[src/rtl/ifetch_pkg.sv]
// Shared constants and types for the instruction fetch sequencer.
// Optional feature macro used by the fetch block: IFETCH_ZERO_HALT_EN.
package ifetch_pkg;

   localparam int XLEN       = 64;
   localparam int ILEN       = 32;
   localparam int INST_BYTES = 4;

   // Canonical no-op (addi x0, x0, 0)
   localparam logic [ILEN-1:0] NOP_INST = 32'h0000_0013;

   // One instruction buffer slot: fetch address plus fetched word
   typedef struct packed {
      logic [XLEN-1:0] pc;
      logic [ILEN-1:0] inst;
   } ifetch_entry_t;

   // Force a byte address onto a word boundary
   function automatic logic [XLEN-1:0] word_align(input logic [XLEN-1:0] addr);
      return {addr[XLEN-1:2], 2'b00};
   endfunction

endpackage

[src/rtl/ifetch_buffer.sv]
// Small synchronous FIFO holding fetched {pc, inst} entries for decode.
// Flush empties it in one cycle; the head outputs hold the last shown entry when empty.
import ifetch_pkg::*;

module ifetch_buffer #(
   parameter int DEPTH = 2
) (
   input  logic                    clk,
   input  logic                    reset,
   input  logic                    push,
   input  ifetch_entry_t           push_entry,
   input  logic                    pop,
   input  logic                    flush,
   output logic [$clog2(DEPTH):0]  count,
   output logic                    head_valid,
   output ifetch_entry_t           head
);

   localparam int PW = $clog2(DEPTH);
   localparam int CW = PW + 1;

   ifetch_entry_t  mem_r [DEPTH];
   ifetch_entry_t  hold_r;
   logic [PW-1:0]  wr_ptr_r;
   logic [PW-1:0]  rd_ptr_r;
   logic [CW-1:0]  count_r;
   logic           push_ok_s;
   logic           pop_ok_s;

   assign push_ok_s  = push && !flush;
   assign pop_ok_s   = pop && !flush && (count_r != CW'(0));
   assign count      = count_r;
   assign head_valid = (count_r != CW'(0));
   assign head       = head_valid ? mem_r[rd_ptr_r] : hold_r;

   // Entry storage: write the incoming word at the tail
   always_ff @(posedge clk or posedge reset) begin
      if (reset) begin
         for (int i = 0; i < DEPTH; i++) begin
            mem_r[i] <= {$bits(ifetch_entry_t){1'b0}};
         end
      end else if (push_ok_s) begin
         mem_r[wr_ptr_r] <= push_entry;
      end else begin
         mem_r[wr_ptr_r] <= mem_r[wr_ptr_r];
      end
   end

   // Pointer and occupancy bookkeeping, flush wins over push/pop
   always_ff @(posedge clk or posedge reset) begin
      if (reset) begin
         wr_ptr_r <= PW'(0);
         rd_ptr_r <= PW'(0);
         count_r  <= CW'(0);
      end else if (flush) begin
         wr_ptr_r <= PW'(0);
         rd_ptr_r <= PW'(0);
         count_r  <= CW'(0);
      end else begin
         if (push_ok_s) wr_ptr_r <= wr_ptr_r + PW'(1);
         else           wr_ptr_r <= wr_ptr_r;
         if (pop_ok_s)  rd_ptr_r <= rd_ptr_r + PW'(1);
         else           rd_ptr_r <= rd_ptr_r;
         case ({push_ok_s, pop_ok_s})
            2'b10:   count_r <= count_r + CW'(1);
            2'b01:   count_r <= count_r - CW'(1);
            default: count_r <= count_r;
         endcase
      end
   end

   // Remember the last presented head so decode sees stable values when empty
   always_ff @(posedge clk or posedge reset) begin
      if (reset) begin
         hold_r <= {$bits(ifetch_entry_t){1'b0}};
      end else if (head_valid) begin
         hold_r <= mem_r[rd_ptr_r];
      end else begin
         hold_r <= hold_r;
      end
   end

   ifetch_buffer_chk #(.DEPTH(DEPTH)) u_chk (
      .clk   (clk),
      .reset (reset),
      .push  (push),
      .flush (flush),
      .count (count_r)
   );

endmodule

[src/rtl/ifetch_buffer_chk.sv]
// Property checker for the instruction buffer: a push must never land on a full buffer.
module ifetch_buffer_chk #(
   parameter int DEPTH = 2
) (
   input logic                     clk,
   input logic                     reset,
   input logic                     push,
   input logic                     flush,
   input logic [$clog2(DEPTH):0]   count
);

   // The fetch credit scheme must leave room for every accepted response
   a_no_overflow : assert property (@(posedge clk) disable iff (reset)
      (push && !flush) |-> (32'(count) < DEPTH));

endmodule

[src/rtl/instr_fetch_ctrl.sv]
// Fetch sequencer: owns the fetch PC, issues word fetches under a credit limit,
// tracks in-flight responses, discards stale ones after redirects and feeds decode.
// Optional feature macro: IFETCH_ZERO_HALT_EN (halt on an all-zero fetched word).
import ifetch_pkg::*;

module instr_fetch_ctrl #(
   parameter logic [63:0] RESET_PC        = 64'h0,
   parameter int          BUF_DEPTH       = 2,
   parameter int          MAX_OUTSTANDING = 2
) (
   input  logic         clk,
   input  logic         reset,
   output logic         Imem_Req,
   output logic [63:0]  Imem_Addr,
   input  logic         Imem_Gnt,
   input  logic         Imem_Rvalid,
   input  logic [31:0]  Imem_Rdata,
   output logic         Inst_Valid,
   input  logic         Inst_Ready,
   output logic [31:0]  Instruction,
   output logic [63:0]  Inst_PC,
   input  logic         Redirect_Valid,
   input  logic [63:0]  Redirect_PC,
   output logic         Halted
);

   localparam int CW = $clog2(BUF_DEPTH) + 1;
   localparam int OW = $clog2(MAX_OUTSTANDING + 1);

   logic [63:0]    pc_r;
   logic [63:0]    resp_pc_r;
   logic [OW-1:0]  outstanding_r;
   logic [OW-1:0]  drop_r;
   logic           halted_r;

   logic [CW-1:0]  count_s;
   logic           head_valid_s;
   ifetch_entry_t  head_s;
   ifetch_entry_t  push_entry_s;
   logic [31:0]    inflight_s;
   logic           credit_ok_s;
   logic           fire_s;
   logic           rvalid_s;
   logic           drop_hit_s;
   logic           zero_hit_s;
   logic           push_s;
   logic           pop_s;
   logic [63:0]    redirect_pc_s;

   // A response with nothing outstanding is a stray and is ignored
   assign rvalid_s      = Imem_Rvalid && (outstanding_r != OW'(0));
   assign drop_hit_s    = rvalid_s && (drop_r != OW'(0));
   assign redirect_pc_s = word_align(Redirect_PC);

   // Buffered plus in-flight words may never exceed the buffer size
   assign inflight_s  = 32'(count_s) + 32'(outstanding_r);
   assign credit_ok_s = (inflight_s < 32'(BUF_DEPTH)) &&
                        (32'(outstanding_r) < 32'(MAX_OUTSTANDING));

   assign Imem_Req  = !reset && !halted_r && !Redirect_Valid && credit_ok_s;
   assign Imem_Addr = word_align(pc_r);
   assign fire_s    = Imem_Req && Imem_Gnt;

`ifdef IFETCH_ZERO_HALT_EN
   assign zero_hit_s = rvalid_s && (drop_r == OW'(0)) && !Redirect_Valid &&
                       (Imem_Rdata == 32'h0000_0000);
   assign Halted     = halted_r;
`else
   assign zero_hit_s = 1'b0;
   assign Halted     = 1'b0;
`endif

   assign push_s       = rvalid_s && (drop_r == OW'(0)) && !zero_hit_s && !Redirect_Valid;
   assign push_entry_s = '{pc: resp_pc_r, inst: Imem_Rdata};

   // Nothing is handed to decode in a redirect cycle, so no pop can happen then
   assign Inst_Valid  = head_valid_s && !Redirect_Valid;
   assign pop_s       = Inst_Valid && Inst_Ready;
   assign Instruction = head_s.inst;
   assign Inst_PC     = head_s.pc;

   // Fetch PC: redirect target, else advance one word per accepted request
   always_ff @(posedge clk or posedge reset) begin
      if (reset) begin
         pc_r <= RESET_PC;
      end else if (Redirect_Valid) begin
         pc_r <= redirect_pc_s;
      end else if (fire_s) begin
         pc_r <= pc_r + 64'(INST_BYTES);
      end else begin
         pc_r <= pc_r;
      end
   end

   // Address tag for the next kept response, advances only when a word is buffered
   always_ff @(posedge clk or posedge reset) begin
      if (reset) begin
         resp_pc_r <= RESET_PC;
      end else if (Redirect_Valid) begin
         resp_pc_r <= redirect_pc_s;
      end else if (push_s) begin
         resp_pc_r <= resp_pc_r + 64'(INST_BYTES);
      end else begin
         resp_pc_r <= resp_pc_r;
      end
   end

   // In-flight count: up on grant, down on any answered response (kept or dropped)
   always_ff @(posedge clk or posedge reset) begin
      if (reset) begin
         outstanding_r <= OW'(0);
      end else begin
         outstanding_r <= outstanding_r + OW'(fire_s) - OW'(rvalid_s);
      end
   end

   // Number of upcoming responses to discard after a redirect or a halt
   always_ff @(posedge clk or posedge reset) begin
      if (reset) begin
         drop_r <= OW'(0);
      end else if (Redirect_Valid) begin
         drop_r <= outstanding_r - OW'(rvalid_s);
      end else if (zero_hit_s) begin
         drop_r <= outstanding_r - OW'(1) + OW'(fire_s);
      end else if (drop_hit_s) begin
         drop_r <= drop_r - OW'(1);
      end else begin
         drop_r <= drop_r;
      end
   end

   // Halt flag: set by a kept zero word, cleared only by a redirect
   always_ff @(posedge clk or posedge reset) begin
      if (reset) begin
         halted_r <= 1'b0;
      end else if (Redirect_Valid) begin
         halted_r <= 1'b0;
      end else if (zero_hit_s) begin
         halted_r <= 1'b1;
      end else begin
         halted_r <= halted_r;
      end
   end

   ifetch_buffer #(.DEPTH(BUF_DEPTH)) u_buf (
      .clk        (clk),
      .reset      (reset),
      .push       (push_s),
      .push_entry (push_entry_s),
      .pop        (pop_s),
      .flush      (Redirect_Valid),
      .count      (count_s),
      .head_valid (head_valid_s),
      .head       (head_s)
   );

endmodule
[config.mk]
export PLATFORM = sky130hd
export DESIGN_NAME = instr_fetch_ctrl
export DESIGN_NICKNAME = d
export VERILOG_FILES = /design/src/rtl/ifetch_pkg.sv /design/src/rtl/ifetch_buffer.sv /design/src/rtl/ifetch_buffer_chk.sv /design/src/rtl/instr_fetch_ctrl.sv
export SDC_FILE = /design/constraint.sdc
export NUM_CORES = 1
export LEC_CHECK = 0
export ABC_AREA = 1
export CAP_MARGIN = 20
export CORE_UTILIZATION = 30
export CTS_BUF_LIST = sky130_fd_sc_hd__clkbuf_8
export DETAILED_ROUTE_END_ITERATION = 7
export GPL_ROUTABILITY_DRIVEN = 0
export PLACE_DENSITY = 0.46
export SLEW_MARGIN = 20
export SYNTH_ARGS = -nofsm -noshare
export SYNTH_HDL_FRONTEND = slang
export SYNTH_SLANG_ARGS = --single-unit
[constraint.sdc]
create_clock -name clk -period 17.5 [get_ports clk]
set_input_delay 3.5 -clock clk [delete_from_list [all_inputs] [get_ports clk]]
set_output_delay 3.5 -clock clk [all_outputs]
set_load 0.02 [all_outputs]
**Word level (Yosys, flattened, before mapping)**

Cells that the tools add are included.

- Add/subtract/negate cells: 11
- Magnitude comparators: 5
- Equal/unequal tests: 2
- Mux-type cells: 24
- Bitwise gates (word level): 2
- Reductions and logical operators: 26

Operators by type and width:

| operator | number |
|---|---|
| $mux W96 | 8 |
| $bwmux W192 | 2 |
| $mux W64 | 4 |
| $mux W192 | 1 |
| $add A64 B3 Y64 const B | 2 |
| $demux W96 S1 | 1 |
| $reduce_bool A2 Y1 | 8 |
| $logic_and A1 B1 Y1 | 14 |
| $mux W2 | 3 |
| $ge A2 B2 Y1 const B | 2 |
| $mux W1 | 4 |
| $not A1 Y2 | 2 |
| $pmux W2 S2 | 1 |
| $sub A2 B1 Y2 | 2 |
| $sub A2 B1 Y2 const B | 2 |
| $add A2 B2 Y3 | 1 |
| $lt A3 B2 Y1 const B | 1 |
| $reduce_bool A3 Y1 | 1 |
| $add A1 B1 Y1 const B | 2 |
| $add A2 B1 Y2 | 1 |
| $add A2 B1 Y2 const B | 1 |
| $eq A2 B1 Y1 const B | 1 |
| $eq A2 B2 Y1 const B | 1 |
| $logic_not A1 Y1 | 2 |
| other kinds (3) | 3 |

- Flip-flop bits (word level): 424
- Bits of input ports: 102

**Logic depth before layout (Yosys ltp)**

Gate-level depths: netlist of the first run.

- Depth after elaboration: 8
- Gate-level depth with buffers: 12
- Depth with buffers taken out: 12

**Hierarchy**

From an unflattened synthesis of the first run, not the netlist that was laid out.

- Cells, all modules: 2832
- Area, all modules: 21600.7 µm²

By module, submodules not included:

| module | times used | cells an instance | area an instance (µm²) | seq. area each (µm²) |
|---|---|---|---|---|
| ifetch_buffer | 1 | 1318 | 12005.3 | 7307.0 |
| instr_fetch_ctrl | 1 | 1514 | 9595.5 | 3203.1 |

**Least setup slack after synthesis of the first run**

OpenSTA, ideal clock, no wires.

- Kind: in2out
- Start point: input reset
- End point: output Imem_Req
- Data arrival time: 13.239 ns
- Required time: 14.000 ns
- Slack: 0.761 ns
- Stages: 3
- Buffers on the path: 0
- Cells stage by stage: inv_1 > nand2_1 > nor3_2

- Cells in the longest elaborated chain, start to end: 3

Ends and longest elaborated chain:

| element | RTL line | RTL |
|---|---|---|
| start: declaration | instr_fetch_ctrl.sv:12 | `input logic reset,` |
| $logic_not A1 Y1 (no line) | - |  |
| $logic_and A1 B1 Y1 (2 in series) | instr_fetch_ctrl.sv:60 | `assign Imem_Req = !reset && !halted_r && !Redirect_Valid && credit_ok_s;` |
| end: declaration | instr_fetch_ctrl.sv:13 | `output logic Imem_Req,` |

Every way passes these cells.

**Worst setup path in the final report of the first run**

Ends and elaborated chain as after synthesis.

==> metrics, run 1 <==
Die ar.=72700 µm²; Synth Cell Area=21500 µm²; synth unique cells=42; r2r startpoint=u_buf.count[0]; hold worst-path end=u_buf.mem_r[138]; Worst path max stage delay=0.65 ns; vias per cell=4.82; Die Width=270 µm; actual slew at the worst max-slew pin=1.08 ns; CTS Buf Count=78; postcts setup bufs=0; hold depth=2; register area share after synthesis=0.489; final design utilization=0.374; Logic pwr share=0.414; total track usage=0.212; Final Hold Viols=0; via count=19606; CTS Buffer Depth=3; Crit path max-delay family=buffers and inverters; Rows=97; Power Dens Cells=162 nW/µm²; first-pass GRT wire length=119 mm; Top Ports=265; switching share of power=0.405; Crit path top cell by count=clkdlybuf4s50_1; Routed Antenna Nets=0; cells along the critical path=clkdlybuf4s50_1 -> inv_8 -> nand2_1 -> nor3_2 -> clkdlybuf4s50_1; Final Non-Filler Cells=4067; Total Wirelength=77.2 mm; Max rail drop VDD=0.0778 mV; nets@finish=3180; Clk Latency, worst-skew pair=0.68 ns; htree depth=3; core box area=70500 µm²; worst r2r dst=pc_r[42]; register-to-register setup slack=14.15 ns; Syn-to-layout area delta=22.6%; unrepaired setup endpoints after global routing=no; final worst-path cycle share=0.521; status=completed; Mean Syn Cell Area=7.59 µm²; DP HPWL=56.0 mm; routed length per instance=19.0 µm; Worst Skew=0.0329 ns; internal power=2540 µW; Yosys warning count=0; drt pass-1 iters=5; synthesis-stage register bit count=420; type of the worst min-delay path=register to register; Arr. time, crit path=5.62 ns; Buf/Inv on CP=3; post-CTS sizing=0; DR iter-0 viols=1551; clock network fraction of total power=0.223; Fmax achieved=110 MHz; CP max stage cell=clkdlybuf4s50_1; largest net degree at the start of global routing=113; number of global-route vias before repair=19301; Hold WS=0.463 ns; Starting Density=0.305; Worst-path clk slew=0.05 ns; final setup fails=0; DR DRC count=0; root buf cell=clkbuf_8; Slew HR=0.281; startpoint types=input pin; minimum clock period=9.12 ns; crit path capture type=output port; Max Slew Vio Count=0; total gr overflow=0; CTS tree=built; Cell Count Post-Placement=3931; port buffer count=259; hold_buf cts=0; layout cells sized above 1=0.0557; worst-path maximum fanout=112; Post-Synthesis Cells=2832; sw power=1730 µW; die height=270 µm; Hold Crit Start=u_buf.mem_r[138]; maxcap violations=0; critical path data required time=14.00 ns; Reg power frac=0.363; initial antenna violation count=1; setup TNS=0 ns; Pleak=0.0117 µW; TritonCTS Sinks=420; worst reg2reg path depth=10; Crit Path Class=input pin to output port
==> power by group through the flow <==
stage | sequential (µW) | combinational [µW] | clock [µW]
after global placement | 1560 | 1770 | 0
final | 1550 | 1770 | 955
after global routing | 1590 | 1940 | 1040
after CTS | 1550 | 1800 | 992
after detailed placement | 1560 | 1800 | 0
after floorplan | 1520 | 1040 | 0
==> synthesized netlist by cell type (all sizes together) <==
library cell / n / area (µm²)
a21oi: 8 / 40.0
a22oi: 1 / 7.51
a31oi: 1 / 6.26
and2: 6 / 37.5
buf: 73 / 450
clkbuf: 43 / 161
conb: 1 / 3.75
dfrtp: 420 / 10500
fa: 1 / 20.0
ha: 6 / 75.1
inv: 317 / 1190
nand2: 1014 / 3850
nand3: 121 / 611
nand3b: 3 / 22.5
nand4: 32 / 200
nor2: 245 / 1020
nor2b: 1 / 6.26
nor3: 21 / 115
nor3b: 2 / 15.0
o211ai: 67 / 503
o21a: 51 / 383
o21ai: 320 / 1600
o21bai: 6 / 45.0
o221ai: 4 / 35.0
o311ai: 1 / 8.76
xnor2: 17 / 149
xor2: 50 / 438
==> cells by family (layout without fill, tap and decap cells) <==
group	after synthesis	count (layout)	share of synthesized area
xor+xnor	67	67	0.0273
other cells	1	5	0.000174
simple gates	1445	1445	0.273
fa+ha+maj	7	7	0.00442
flops	420	420	0.489
buf+inv	433	724	0.0839
compound gates	459	459	0.122
==> worst register-to-register path, delay by kind of cell, from the launching register on <==
family	cells	cell delay, ns
AND/OR/NAND/NOR	6	1.64
buffers and inverters	2	0.54
adder cells (fa/ha/maj)	1	0.45
flip-flops	1	0.44
AO/OA/AOI/OAI	1	0.15
==> worst max path at each step <==
stage	cells past startpoint	from	end	slack (ns)
floorplan	3	reset	Imem_Req	0.76
finish	5	reset	Imem_Req	8.38
CTS	5	reset	Imem_Req	8.28
global placement	5	reset	Imem_Req	8.28
detailed placement	5	reset	Imem_Req	8.29
global route	5	reset	Imem_Req	8.17
==> stage by stage <==
step / total power (µW) / area [µm²] / setup WS, ns
3_5_place_dp: 3360 / 24800 / 8.29
5_1_grt: 4570 / 26400 / 8.17
4_1_cts: 4350 / 26300 / 8.28
3_3_place_gp: 3330 / 24800 / 8.28
2_1_floorplan: 2560 / 21500 / 0.761
6_report: 4280 / 26400 / 8.38
==> flip-flops by register name (all words and copies together) (netlist names) <==
| register | flops |
|---|---|
| u_buf.wr_ptr_r | 1 |
| u_buf.rd_ptr_r | 1 |
| drop_r | 2 |
| u_buf.mem_r | 192 |
| u_buf.count | 2 |
| resp_pc_r | 62 |
| pc_r | 62 |
| u_buf.hold_r | 96 |
| outstanding_r | 2 |
==> layer usage <==
layer | wire, µm | vias to the layer above | track usage
met1 | 36300 | 9464 | 0.297
li1 | - | 9449 | -
met5 | 0 | - | 0
met4 | 2190 | 0 | 0.0730
met2 | 34800 | 579 | 0.332
met3 | 3940 | 114 | 0.0321
==> layout make-up <==
class                   instances  area (µm²)
fillers                      7387       44200
flip-flops and latches        420       10500
multi-input cells            1981        9210
repair buffers                273        2690
clock buffers                 100        1380
inverters                     317        1200
well taps                     940        1180
clock inverters                34         184
diodes                          2        5.00
==> cells in the final DEF, fill, tap and decap left out, types with 8 or more instances in the layout <==
cell / netlist / layout
clkbuf_8: 0 / 100
xnor2_1: 17 / 17
a21oi_1: 8 / 8
nor3_1: 19 / 19
nand2_2: 7 / 8
xor2_1: 50 / 50
nor2_2: 14 / 14
inv_2: 9 / 9
inv_1: 307 / 327
buf_4: 5 / 14
nand2_1: 1005 / 1004
o21a_1: 51 / 51
dfrtp_1: 420 / 419
nor2_1: 225 / 224
nand3_1: 120 / 120
o21ai_0: 267 / 267
o211ai_1: 67 / 67
nand4_1: 32 / 32
clkdlybuf4s50_1: 0 / 258
o21ai_1: 53 / 53
(Power assumes the default switching activity.)
==> inputs of run 2 (changes only) <==
PLACE_DENSITY = 0.48   (was 0.46)
clock period = 8 ns   (was 17.5 ns; I/O delays follow)
==> metrics, run 2 (synthesis gave the netlist of run 1 again) <==
largest net degree at the start of global routing=159; Cell Count Post-Placement=3932; critical path data required time=6.40 ns; drt pass-1 iters=6; post-CTS sizing=0; final worst-path cycle share=0.735; Arr. time, crit path=4.28 ns; Power Dens Cells=356 nW/µm²; Rows=97; Final Hold Viols=0; hold depth=2; multi-input gate area in the final layout=9210 µm²; final setup fails=0; setup TNS=0 ns; initial antenna violation count=1; Die Width=270 µm; nets@finish=3183; Crit path top cell by count=buf_4; Routed Antenna Nets=0; Crit Path Class=register to output port; worst reg2reg path depth=10; Final Non-Filler Cells=4070; hold_buf cts=0; CTS tree=built; worst r2r dst=pc_r[42]; crit path capture type=output port; Hold Crit Start=u_buf.mem_r[119]; Worst Skew=0.0425 ns; Max rail drop VDD=0.180 mV; Slew HR=0.290; Largest register FFs=192; DR DRC count=0; Top Ports=265; first-pass GRT wire length=117 mm; Worst-path clk slew=0.06 ns; postcts setup bufs=0; worst-path maximum fanout=93; routed length per instance=18.8 µm; register-to-register setup slack=4.71 ns; TritonCTS Sinks=420; Syn-to-layout area delta=22.8%; port buffer count=259; startpoint types=register; hold worst-path end=u_buf.mem_r[119]; flip-flop and latch area=10500 µm²; minimum clock period=5.88 ns; most frequent cells in the layout=nand2_1 (1004), dfrtp_1 (419), inv_1 (327), o21ai_0 (267), clkdlybuf4s50_1 (258); Max Slew Vio Count=0; CP max stage cell=buf_4; root buf cell=clkbuf_8; Pleak=0.0118 µW; r2r startpoint=u_buf.count[0]; CTS Buf Count=80; total gr overflow=0; status=completed; Die ar.=72700 µm²; commonest non-fill, non-tap cell in the layout=nand2_1; DP HPWL=55.2 mm; fillcell total=7410; type of the worst min-delay path=register to register; core box area=70500 µm²; CTS Buffer Depth=3; layout cells sized above 1=0.0569; Starting Density=0.305; total track usage=0.209; Worst path max stage delay=0.67 ns; design area=26400 µm²; cells along the critical path=nor2_4 -> buf_4 -> clkinv_2 -> buf_4 -> o211ai_1 -> o21a_1 -> clkdlybuf4s50_1; maxcap violations=0; DP Area=24800 µm²; die height=270 µm; Clk Latency, worst-skew pair=0.69 ns; Most flops, register=u_buf.mem_r; vias per cell=4.81; unrepaired setup endpoints after global routing=no; htree depth=3; number of global-route vias before repair=19222; via count=19569; Fmax achieved=170 MHz; Total Wirelength=76.5 mm; Regs by FF count=u_buf.mem_r (192), u_buf.hold_r (96); DR iter-0 viols=1567; actual slew at the worst max-slew pin=1.06 ns
-- run 2: cell types whose count changed in the layout (fill, tap and decap cells not counted), sizes merged --
cell and change:
clkinv +6, inv -3, buf +1, clkbuf -1, clkinvlp +1, diode -1
-- run 2: how the worst max path moves through the flow --
stage,from,slack [ns],cells past startpoint,end
3_3_place_gp,reset,2.61,5,Imem_Req
4_1_cts,u_buf.count[0],1.97,7,Inst_PC[17]
2_1_floorplan,reset,-1.61,3,Imem_Req
3_5_place_dp,reset,2.60,5,Imem_Req
5_1_grt,u_buf.count[0],1.76,7,Inst_PC[17]
6_report,u_buf.count[0],2.12,7,Inst_PC[17]
-- run 2: stage by stage --
stage,total power (µW),utilization,setup slack [ns],hold WS [ns]
after floorplan,5600,-,-1.61,0.437
after global placement,7300,0.352,2.61,0.448
after detailed placement,7370,0.352,2.60,0.453
after CTS,9550,0.374,1.97,0.467
after global routing,10100,0.374,1.76,0.482
final,9390,0.374,2.12,0.463
-- run 2: power breakdown --
group          switching [µW]  total, µW  internal, µW
logic                    2360       3880          1520
registers                 478       3390          2920
clock network             993       2120          1130
total                    3830       9390          5560
-- run 2: routing by layer --
metal	track usage	up-vias	share of wire	routed length, µm
met5	0	-	0	0
met2	0.332	619	0.45	34700
met4	0.0813	0	0.033	2520
met3	0.0293	126	0.051	3910
li1	-	9448	-	-
met1	0.287	9376	0.46	35300
-- run 2: worst max-delay path, delay by kind of cell, from the launching register on --
kind | cells | cell delay (ns)
AO/OA/AOI/OAI | 2 | 0.55
flip-flops | 1 | 0.44
buffers and inverters | 4 | 2.45
AND/OR/NAND/NOR | 1 | 0.12
-- run 2: final cells by class --
type	instances	area share
diodes	1	0.0000948
clock buffers	99	0.0516
clock inverters	38	0.00848
inverters	317	0.0454
multi-input cells	1981	0.349
flip-flops and latches	420	0.398
well taps	940	0.0446
repair buffers	274	0.103
==> inputs of run 3 (changes only) <==
clock period = 5.4 ns   (was 8 ns; I/O delays follow)
==> metrics, run 3 (synthesis gave the netlist of run 1 again) <==
status=completed; CTS Buffer Depth=3; Slew HR=0.312; TritonCTS Sinks=420; commonest non-fill, non-tap cell in the layout=nand2_1; Syn-to-layout area delta=23.0%; final worst-path cycle share=0.833; initial antenna violation count=4; CTS tree=built; design area=26400 µm²; core box area=70500 µm²; number of global-route vias before repair=19248; type of the worst min-delay path=register to register; crit path capture type=output port; post-CTS sizing=0; Routed Antenna Nets=0; Worst Skew=0.0383 ns; total gr overflow=0; drt pass-1 iters=5; htree depth=3; Crit Path Class=register to output port; actual slew at the worst max-slew pin=1.03 ns; Fmax achieved=222 MHz; DR DRC count=0; register-to-register setup slack=2.43 ns; largest net degree at the start of global routing=145; worst reg2reg path depth=9; hold_buf cts=0; minimum clock period=4.50 ns; Die Width=270 µm; Clk Latency, worst-skew pair=0.70 ns; Arr. time, crit path=3.42 ns; Max Slew Vio Count=0; critical path data required time=4.32 ns; Total Wirelength=76.7 mm; DP Area=24900 µm²; Pleak=0.0118 µW; startpoint types=register; Top Ports=265; die height=270 µm; Most flops, register=u_buf.mem_r; setup TNS=0 ns; hold depth=2; vias per cell=4.85; Rows=97; port buffer count=259; Power Dens Cells=528 nW/µm²; Starting Density=0.305; layout cells sized above 1=0.0544; most frequent cells in the layout=nand2_1 (1005), dfrtp_1 (419), inv_1 (331), o21ai_0 (267), clkdlybuf4s50_1 (258); fillcell total=7377; Largest register FFs=192; Die ar.=72700 µm²; CTS Buf Count=79; Cell Count Post-Placement=3932; worst-path maximum fanout=54; first-pass GRT wire length=118 mm; Final Hold Viols=0; Worst-path clk slew=0.06 ns; Final Non-Filler Cells=4067; via count=19706; root buf cell=clkbuf_8; postcts setup bufs=0; unrepaired setup endpoints after global routing=no; nets@finish=3182; total track usage=0.210; routed length per instance=18.9 µm; Total Power=14000 µW; DR iter-0 viols=1605; Regs by FF count=u_buf.mem_r (192), u_buf.hold_r (96); final setup fails=0; DP HPWL=54.8 mm; Max rail drop VDD=0.247 mV; maxcap violations=0
[run 3: layout make-up]
type / instances / area, µm² / area share
antenna: 1 / 2.50 / 0.0000946
clock buffer: 94 / 1290 / 0.0489
clock inverter: 40 / 279 / 0.0106
inverter: 317 / 1200 / 0.0453
multi-input combinational: 1981 / 9200 / 0.348
sequential: 420 / 10500 / 0.398
tap: 940 / 1180 / 0.0445
timing repair buffer: 274 / 2780 / 0.105
[run 3: path summary, 6_finish.rpt]
check                            startpoint               end
hold / removal             u_buf.mem_r[118]  u_buf.mem_r[118]
setup / recovery             u_buf.count[0]       Inst_PC[53]
min in group asynchronous             reset          pc_r[12]
max in group asynchronous             reset   u_buf.mem_r[14]
setup reg to reg             u_buf.count[0]           pc_r[4]
hold reg to reg            u_buf.mem_r[118]  u_buf.mem_r[118]
[run 3: layer usage]
layer  part of all wire  global-route usage  vias to the layer above
met2               0.45               0.328                      670
li1                   -                   -                     9439
met1               0.46               0.289                     9451
met4              0.035              0.0873                        2
met5            0.00016                   0                        -
met3              0.060              0.0338                      144
[run 3: worst max-delay path, cell delays in order, from the launching register on]
cell             delay [ns]
dfrtp_1                0.45
nor2_4                 0.07
clkinv_2               0.32
buf_4                  0.60
buf_4                  0.42
o21a_1                 0.18
clkdlybuf4s50_1        0.65
[run 3: metrics by stage]
stage / hold slack (ns) / utilization / setup slack [ns]
floorplan: 0.437 / - / -3.17
global placement: 0.449 / 0.353 / 1.51
detailed placement: 0.453 / 0.353 / 1.47
CTS: 0.467 / 0.375 / 0.794
global route: 0.485 / 0.375 / 0.675
finish: 0.463 / 0.375 / 0.904
[run 3: power breakdown]
part	total [µW]	leakage [µW]	switching (µW)	internal, µW
logic	5740	0.00577	3470	2270
registers	5070	0.00511	750	4320
clock network	3160	0.000907	1470	1690
total	14000	0.0118	5690	8280
